File: src/rtl/aes_128_key_pkg.sv
// Shared sizes and types for the AES-128 round-key store.
package aes_128_key_pkg;
  localparam int KEY_WORD_W    = 64;
  localparam int NUM_ROUNDS    = 11;
  localparam int WORDS_PER_SET = 2 * NUM_ROUNDS;

  typedef logic [127:0]          round_key_t;
  typedef logic [KEY_WORD_W-1:0] key_word_t;
  typedef logic [4:0]            key_ptr_t;

  typedef enum logic {
    ST_EMPTY  = 1'b0,
    ST_ACTIVE = 1'b1
  } store_state_t;

  localparam key_ptr_t LAST_PTR = key_ptr_t'(WORDS_PER_SET - 1);
endpackage

File: src/rtl/aes_128_key_store_if.sv
// Key-write, switch and round-key read bundle between key port and round stages.
interface aes_128_key_store_if;
  import aes_128_key_pkg::*;

  logic       en_wr;
  key_word_t  key_round_wr;
  logic       switch_key;
  logic [3:0] rd_round;
  round_key_t rd_key;
  logic       key_idx;
  logic       key_valid;
  logic       shadow_full;
  logic       switch_err_pulse;

  modport master (
    output en_wr, key_round_wr, switch_key, rd_round,
    input  rd_key, key_idx, key_valid, shadow_full, switch_err_pulse
  );

  modport slave (
    input  en_wr, key_round_wr, switch_key, rd_round,
    output rd_key, key_idx, key_valid, shadow_full, switch_err_pulse
  );
endinterface

File: src/rtl/aes_128_key_bank.sv
// One 22 x 64 key set: single write port, combinational 128-bit round read.
module aes_128_key_bank
  import aes_128_key_pkg::*;
(
  input  logic       clk,
  input  logic       we,
  input  key_ptr_t   waddr,
  input  key_word_t  wdata,
  input  logic [3:0] r,
  output round_key_t rd
);

  key_word_t mem [WORDS_PER_SET];

  always_ff @(posedge clk) begin
    if (we) mem[waddr] <= wdata;
  end

  // Round r lives in words 2r (low half) and 2r+1 (high half).
  always_comb begin
    rd = '0;
    if (r < 4'(NUM_ROUNDS)) rd = {mem[{r, 1'b1}], mem[{r, 1'b0}]};
  end

endmodule

File: src/rtl/aes_128_key_store.sv
// Double-buffered round-key store: writes fill the shadow set, switch_key swaps.
module aes_128_key_store
  import aes_128_key_pkg::*;
(
  input  logic clk,
  input  logic kill,
  aes_128_key_store_if.slave bus
);

  store_state_t state_q, state_d;
  key_ptr_t     wp_q;
  logic         full_q;
  logic         key_idx_q;
  logic         err_p1;
  round_key_t   rd_key_p1;
  round_key_t   rd0, rd1;
  logic         switch_ok, switch_rej;
  logic         we0, we1;
  key_ptr_t     waddr;

  assign switch_ok  = bus.switch_key && full_q && !bus.en_wr;
  assign switch_rej = bus.switch_key && !switch_ok;

  // Shadow is the bank not selected by key_idx; a write to a full shadow restarts at 0.
  assign we0   = bus.en_wr && !kill &&  key_idx_q;
  assign we1   = bus.en_wr && !kill && !key_idx_q;
  assign waddr = full_q ? '0 : wp_q;

  aes_128_key_bank u_bank0 (
    .clk   (clk),
    .we    (we0),
    .waddr (waddr),
    .wdata (bus.key_round_wr),
    .r     (bus.rd_round),
    .rd    (rd0)
  );

  aes_128_key_bank u_bank1 (
    .clk   (clk),
    .we    (we1),
    .waddr (waddr),
    .wdata (bus.key_round_wr),
    .r     (bus.rd_round),
    .rd    (rd1)
  );

  always_ff @(posedge clk) begin
    if (kill) state_q <= ST_EMPTY;
    else      state_q <= state_d;
  end

  always_comb begin
    state_d = state_q;
    if (switch_ok) state_d = ST_ACTIVE;
  end

  // Stage p1: registered read of the active bank plus control updates.
  always_ff @(posedge clk) begin
    if (kill) begin
      wp_q      <= '0;
      full_q    <= 1'b0;
      key_idx_q <= 1'b0;
      err_p1    <= 1'b0;
      rd_key_p1 <= '0;
    end else begin
      err_p1    <= switch_rej;
      rd_key_p1 <= (state_q == ST_ACTIVE) ? (key_idx_q ? rd1 : rd0) : '0;
      if (bus.en_wr) begin
        if (full_q) begin
          wp_q   <= key_ptr_t'(1);
          full_q <= 1'b0;
        end else if (wp_q == LAST_PTR) begin
          wp_q   <= '0;
          full_q <= 1'b1;
        end else begin
          wp_q <= wp_q + key_ptr_t'(1);
        end
      end else if (switch_ok) begin
        wp_q      <= '0;
        full_q    <= 1'b0;
        key_idx_q <= ~key_idx_q;
      end
    end
  end

  assign bus.rd_key           = rd_key_p1;
  assign bus.key_idx          = key_idx_q;
  assign bus.key_valid        = (state_q == ST_ACTIVE);
  assign bus.shadow_full      = full_q;
  assign bus.switch_err_pulse = err_p1;

endmodule

File: src/flat_wrapper.sv
// flat-port wrapper written by rule: the top's interface ports become plain ports
module aes_128_key_store_flat import aes_128_key_pkg::*;
  (clk, kill, bus_en_wr, bus_key_round_wr, bus_switch_key, bus_rd_round, bus_rd_key, bus_key_idx, bus_key_valid, bus_shadow_full, bus_switch_err_pulse);
  aes_128_key_store_if bus_i ();
  input  logic clk;
  input  logic kill;
  input wire logic [$bits(bus_i.en_wr)-1:0] bus_en_wr;
  input wire logic [$bits(bus_i.key_round_wr)-1:0] bus_key_round_wr;
  input wire logic [$bits(bus_i.switch_key)-1:0] bus_switch_key;
  input wire logic [$bits(bus_i.rd_round)-1:0] bus_rd_round;
  output wire logic [$bits(bus_i.rd_key)-1:0] bus_rd_key;
  output wire logic [$bits(bus_i.key_idx)-1:0] bus_key_idx;
  output wire logic [$bits(bus_i.key_valid)-1:0] bus_key_valid;
  output wire logic [$bits(bus_i.shadow_full)-1:0] bus_shadow_full;
  output wire logic [$bits(bus_i.switch_err_pulse)-1:0] bus_switch_err_pulse;
  assign bus_i.en_wr = bus_en_wr;
  assign bus_i.key_round_wr = bus_key_round_wr;
  assign bus_i.switch_key = bus_switch_key;
  assign bus_i.rd_round = bus_rd_round;
  assign bus_rd_key = bus_i.rd_key;
  assign bus_key_idx = bus_i.key_idx;
  assign bus_key_valid = bus_i.key_valid;
  assign bus_shadow_full = bus_i.shadow_full;
  assign bus_switch_err_pulse = bus_i.switch_err_pulse;
  aes_128_key_store u_core (.clk(clk), .kill(kill), .bus(bus_i));
endmodule
File: config.mk
export PLATFORM = sky130hd
export DESIGN_NAME = aes_128_key_store_flat
export DESIGN_NICKNAME = d
export VERILOG_FILES = /design/src/rtl/aes_128_key_pkg.sv /design/src/rtl/aes_128_key_store_if.sv /design/src/rtl/aes_128_key_bank.sv /design/src/rtl/aes_128_key_store.sv /design/src/flat_wrapper.sv
export SDC_FILE = /design/constraint.sdc
export NUM_CORES = 2
export LEC_CHECK = 0
export CAP_MARGIN = 20
export CORE_ASPECT_RATIO = 1.4
export CORE_MARGIN = 5
export CORE_UTILIZATION = 54
export DETAILED_ROUTE_END_ITERATION = 10
export GPL_TIMING_DRIVEN = 1
export HOLD_SLACK_MARGIN = 0.1
export PLACE_DENSITY = 0.78
export REMOVE_ABC_BUFFERS = 1
export SETUP_SLACK_MARGIN = 0.05
export SYNTH_ARGS = -nofsm -noshare
export SYNTH_HDL_FRONTEND = slang
export SYNTH_SLANG_ARGS = --single-unit
export TNS_END_PERCENT = 1
File: constraint.sdc
create_clock -name clk -period 11.51 [get_ports clk]
set_input_delay 1.7265 -clock clk [delete_from_list [all_inputs] [get_ports clk]]
set_output_delay 1.7265 -clock clk [all_outputs]
set_load 0.03 [all_outputs]
==> metrics list <==
- Top routing layer in use: met5
- In this run, synthesis produced a sequential element count of 2953.
- Dpl hpwl: 145 mm
- TritonCTS clock tree: built
- Post-synthesis share of cell area spent on and, or, nand and nor gates: 1.10%
- Post-synthesis area per instance: 21.6 um2
- Setup repair after global routing left no endpoint under its margin.
- Maximum number of pins on one net before global-route repair: 148
- After layout, the worst path uses 43.4% of the clock period.
* Aggregate global-route resource usage: 26.0%
* Cell Area, Synth: 111000 um2
- Weighted congestion at the end of routability-driven global placement: 0.775
- The clock reaches the later pin of the worst-skew pair after 0.94 ns.
- Data on the critical path arrives at its endpoint at 5.72 ns.
* Post-CTS setup buffer count: 0
* DRC violations left: 0
- Via density per instance: 6.60
- Traced cell by cell, the critical path runs through buf_8 > buf_4 > buf_4 > buf_4 > mux4_2 > nor2b_1 > a211oi_1 > a211oi_1.
- In this run the standard cell core region covers 206000 um2.
* Worst-case headroom to the max-slew limit: 20.8%
- The count of final hold-check violations was 0.
- The cell family contributing the most delay on the critical path is buffers and inverters.
- The total count of max-transition violations in the final report came to 0.
* Highest net fanout along the worst path: 60
- Total power after layout: 21.5 mW
- Pwr Density: 170 nW/um2
* Root Buffer: clkbuf_16
- Total of warnings raised by yosys: 0
- IR analysis of the VDD net gives a maximum drop of 135 uV.
* Leak Pwr: 39.9 nW
- STA classifies the critical path startpoint as an input pin.
- Static timing analysis puts the maximum clock frequency at 200 MHz.
* Layout cells sized above 1: 24.4%
- In this run, post-CTS hold repair placed 0 buffers.
- Once detail routing completed, the nets flagged for antenna violations numbered 0.
* Number of distinct library cells after synthesis: 37
- Number of buffers and inverters on the critical path: 4
* WL per Instance: 33.6 um
- 204 I/O pins were placed.
* Worst slew pin tran: 1.19 ns
* Most repeated library cell on the critical path: buf_4
- Final #Nets: 5613
- TritonCTS sink count: 2953
- Commonest non-fill, non-tap cell in the layout: edfxtp_1
* Number of buffers on the longest clock path: 4
* Placement Rows: 197
* Post-Route WL: 283 mm
- For this run, the register share of the synthesized area comes to 78.4%.
- Y dimension of the die: 547 um
- Register clock-pin slew on the reported worst setup and hold paths: 0.06 ns
* Share of the synthesized netlist area taken by xor and xnor gates: 0.0236%
* Post-synthesis compound-gate area fraction: 3.53%
* Level count of the clock H-tree: 5
* Number of buffer cells added on primary ports: 203
- Die area: 216000 um2
- Kind of critical path: input pin to register
* Die width: 394 um
- The flow ran to the end, and the final reports show no timing, DRC or antenna violations.
- Adder-Cell Fraction of Synth Area: 0.0225%
- Via count of the first global-routing pass: 57.3k
- Routed length on met1: 96.8 mm
- Largest family of logic cells by synthesized area: multiplexers
- Compared with the post-synthesis result, the final layout area differs by 13.6%.
* Delay contributed by the slowest stage of the critical path: 0.79 ns
- Setup Viol. Count Final: 0
- Number of antenna violations at the first check in global routing: 12
- Element type at the critical path end: register
* Met2 wire length: 144 mm
* Number of vias after detailed routing: 55.6k
- Pre-antenna DRT Iters: 7
- Number of design-rule violations left by the first detailed-router iteration: 7341
* Met3 wire length: 29.4 mm
- Final setup TNS: 0 ns
- Counting every instance in the synthesized netlist gives 5151.
- Clock tree synthesis inserted a total of 282 buffers.
- In this run the worst hold path is classified as register to register.
* Final Critical Period: 4.99 ns
- Clock skew on the completed layout was measured at 0.0722 ns.
- In this run, post-CTS repair resized a total of 0 instances.
* MaxCap Viol Count: 0
- The first global-routing pass estimated 404 mm of wire.
- The slowest stage of the critical path is the buf_4 cell.
* Worst-case hold slack: 0.600 ns
- Starting density of the core: 54.2%
- GRT overflow: 0
* Most frequent cells in the layout: edfxtp_1, mux4_2, clkbuf_16, a211oi_1, mux2i_1
- Worst Path Required: 12.24 ns
- Proportion of synthesized area in mux cells: 15.2%
## cells in the mapped netlist
master     instances  area (um2)
edfxtp_1        2816       84600
mux4_2           512       11500
a211oi_1         257        1930
mux2i_1          256        2560
mux2_2           248        2790
dfxtp_1          137        2740
nor2b_1          133         832
buf_2            129         646
inv_1            129         484
a22oi_1          128         961
o211ai_1         128         961
clkbuf_1         102         383
nor2_1            54         203
buf_4             29         218
buf_1             23        86.3
nand2_1           15        56.3
mux2_1             8        90.1
buf_6              7        78.8
nand3_1            5        25.0
a21oi_1            4        20.0
nand2b_1           4        25.0
nor3_1             4        20.0
xor2_1             3        26.3
a21o_1             2        15.0
a31oi_1            2        12.5
clkinv_1           2        7.51
ha_1               2        25.0
nand4_1            2        12.5
o21bai_1           2        15.0
a2bb2oi_1          1        8.76
a32oi_1            1        8.76
and3b_1            1        8.76
nor3b_1            1        7.51
nor4b_1            1        8.76
nor4b_2            1        15.0
nor4bb_1           1        10.0
or3_1              1        6.26
## worst paths after layout
| kind | from | to | slack [ns] | cells past startpoint |
|---|---|---|---|---|
| setup / recovery | bus_rd_round[2] | u_core.bus.rd_key[6] | 6.52 | 8 |
| hold / removal | u_core.wp_q[4] | u_core.wp_q[4] | 0.60 | 2 |
| setup reg to reg | u_core.bus.key_idx | u_core.u_bank0.mem[5][55] | 6.62 | 5 |
| hold reg to reg | u_core.wp_q[4] | u_core.wp_q[4] | 0.60 | 2 |
## cell type report
class	instances	area [um2]
Antenna cell	5	12.5
Clock buffer	379	7850
Clock inverter	104	937
Fill cell	13419	79100
Inverter	131	492
Multi-Input combinational cell	1777	22600
Sequential cell	2953	87300
Tap cell	2686	3360
Timing Repair Buffer	394	3990
## logic make-up after synthesis
family / count (synthesis)
buf+inv: 421
mux: 1024
fa+ha+maj: 2
compound gates: 525
xor+xnor: 3
simple gates: 223
flops: 2953
## worst register-to-register path: stages (launching register included)
cell and delay [ns]:
dfxtp_4 0.87, buf_4 0.76, and3b_1 0.38, nand2_1 0.36, nor2_4 1.03, buf_4 1.04
## routing by layer
layer  up-vias  GRT usage (%)
met3       721           5.51
met4         8           11.2
li1      22111              -
met1     29024           32.8
met5         -              0
met2      3747           44.2
## power breakdown
part           internal [mW]  total (mW)  switching (mW)
combinational          0.280       0.723           0.442
clock                   5.14        8.96            3.82
sequential              11.8        11.8         0.00707
## metrics by stage
step | std cells | area, um2 | utilization (%) | worst slack, ns
finish | 8429 | 127000 | 61.5 | 6.52
global route | 8425 | 127000 | 61.5 | 6.18
CTS | 8418 | 126000 | 61.5 | 6.42
detailed placement | 7935 | 118000 | 57.2 | 5.56
global placement | 7912 | 117000 | 57.0 | 5.61
floorplan | 4861 | 110000 | - | -4.46
## flip-flops by register name, indices dropped and copies added, names as in the netlist
name and cells:
u_core.bus.rd_key 128, u_core.bus.switch_err_pulse 1, u_core.wp_q 5, u_core.bus.shadow_full 1
u_core.bus.key_valid 1, u_core.bus.key_idx 1, u_core.u_bank1.mem 1408, u_core.u_bank0.mem 1408
No activity file was read; power rests on OpenSTA's default activity.
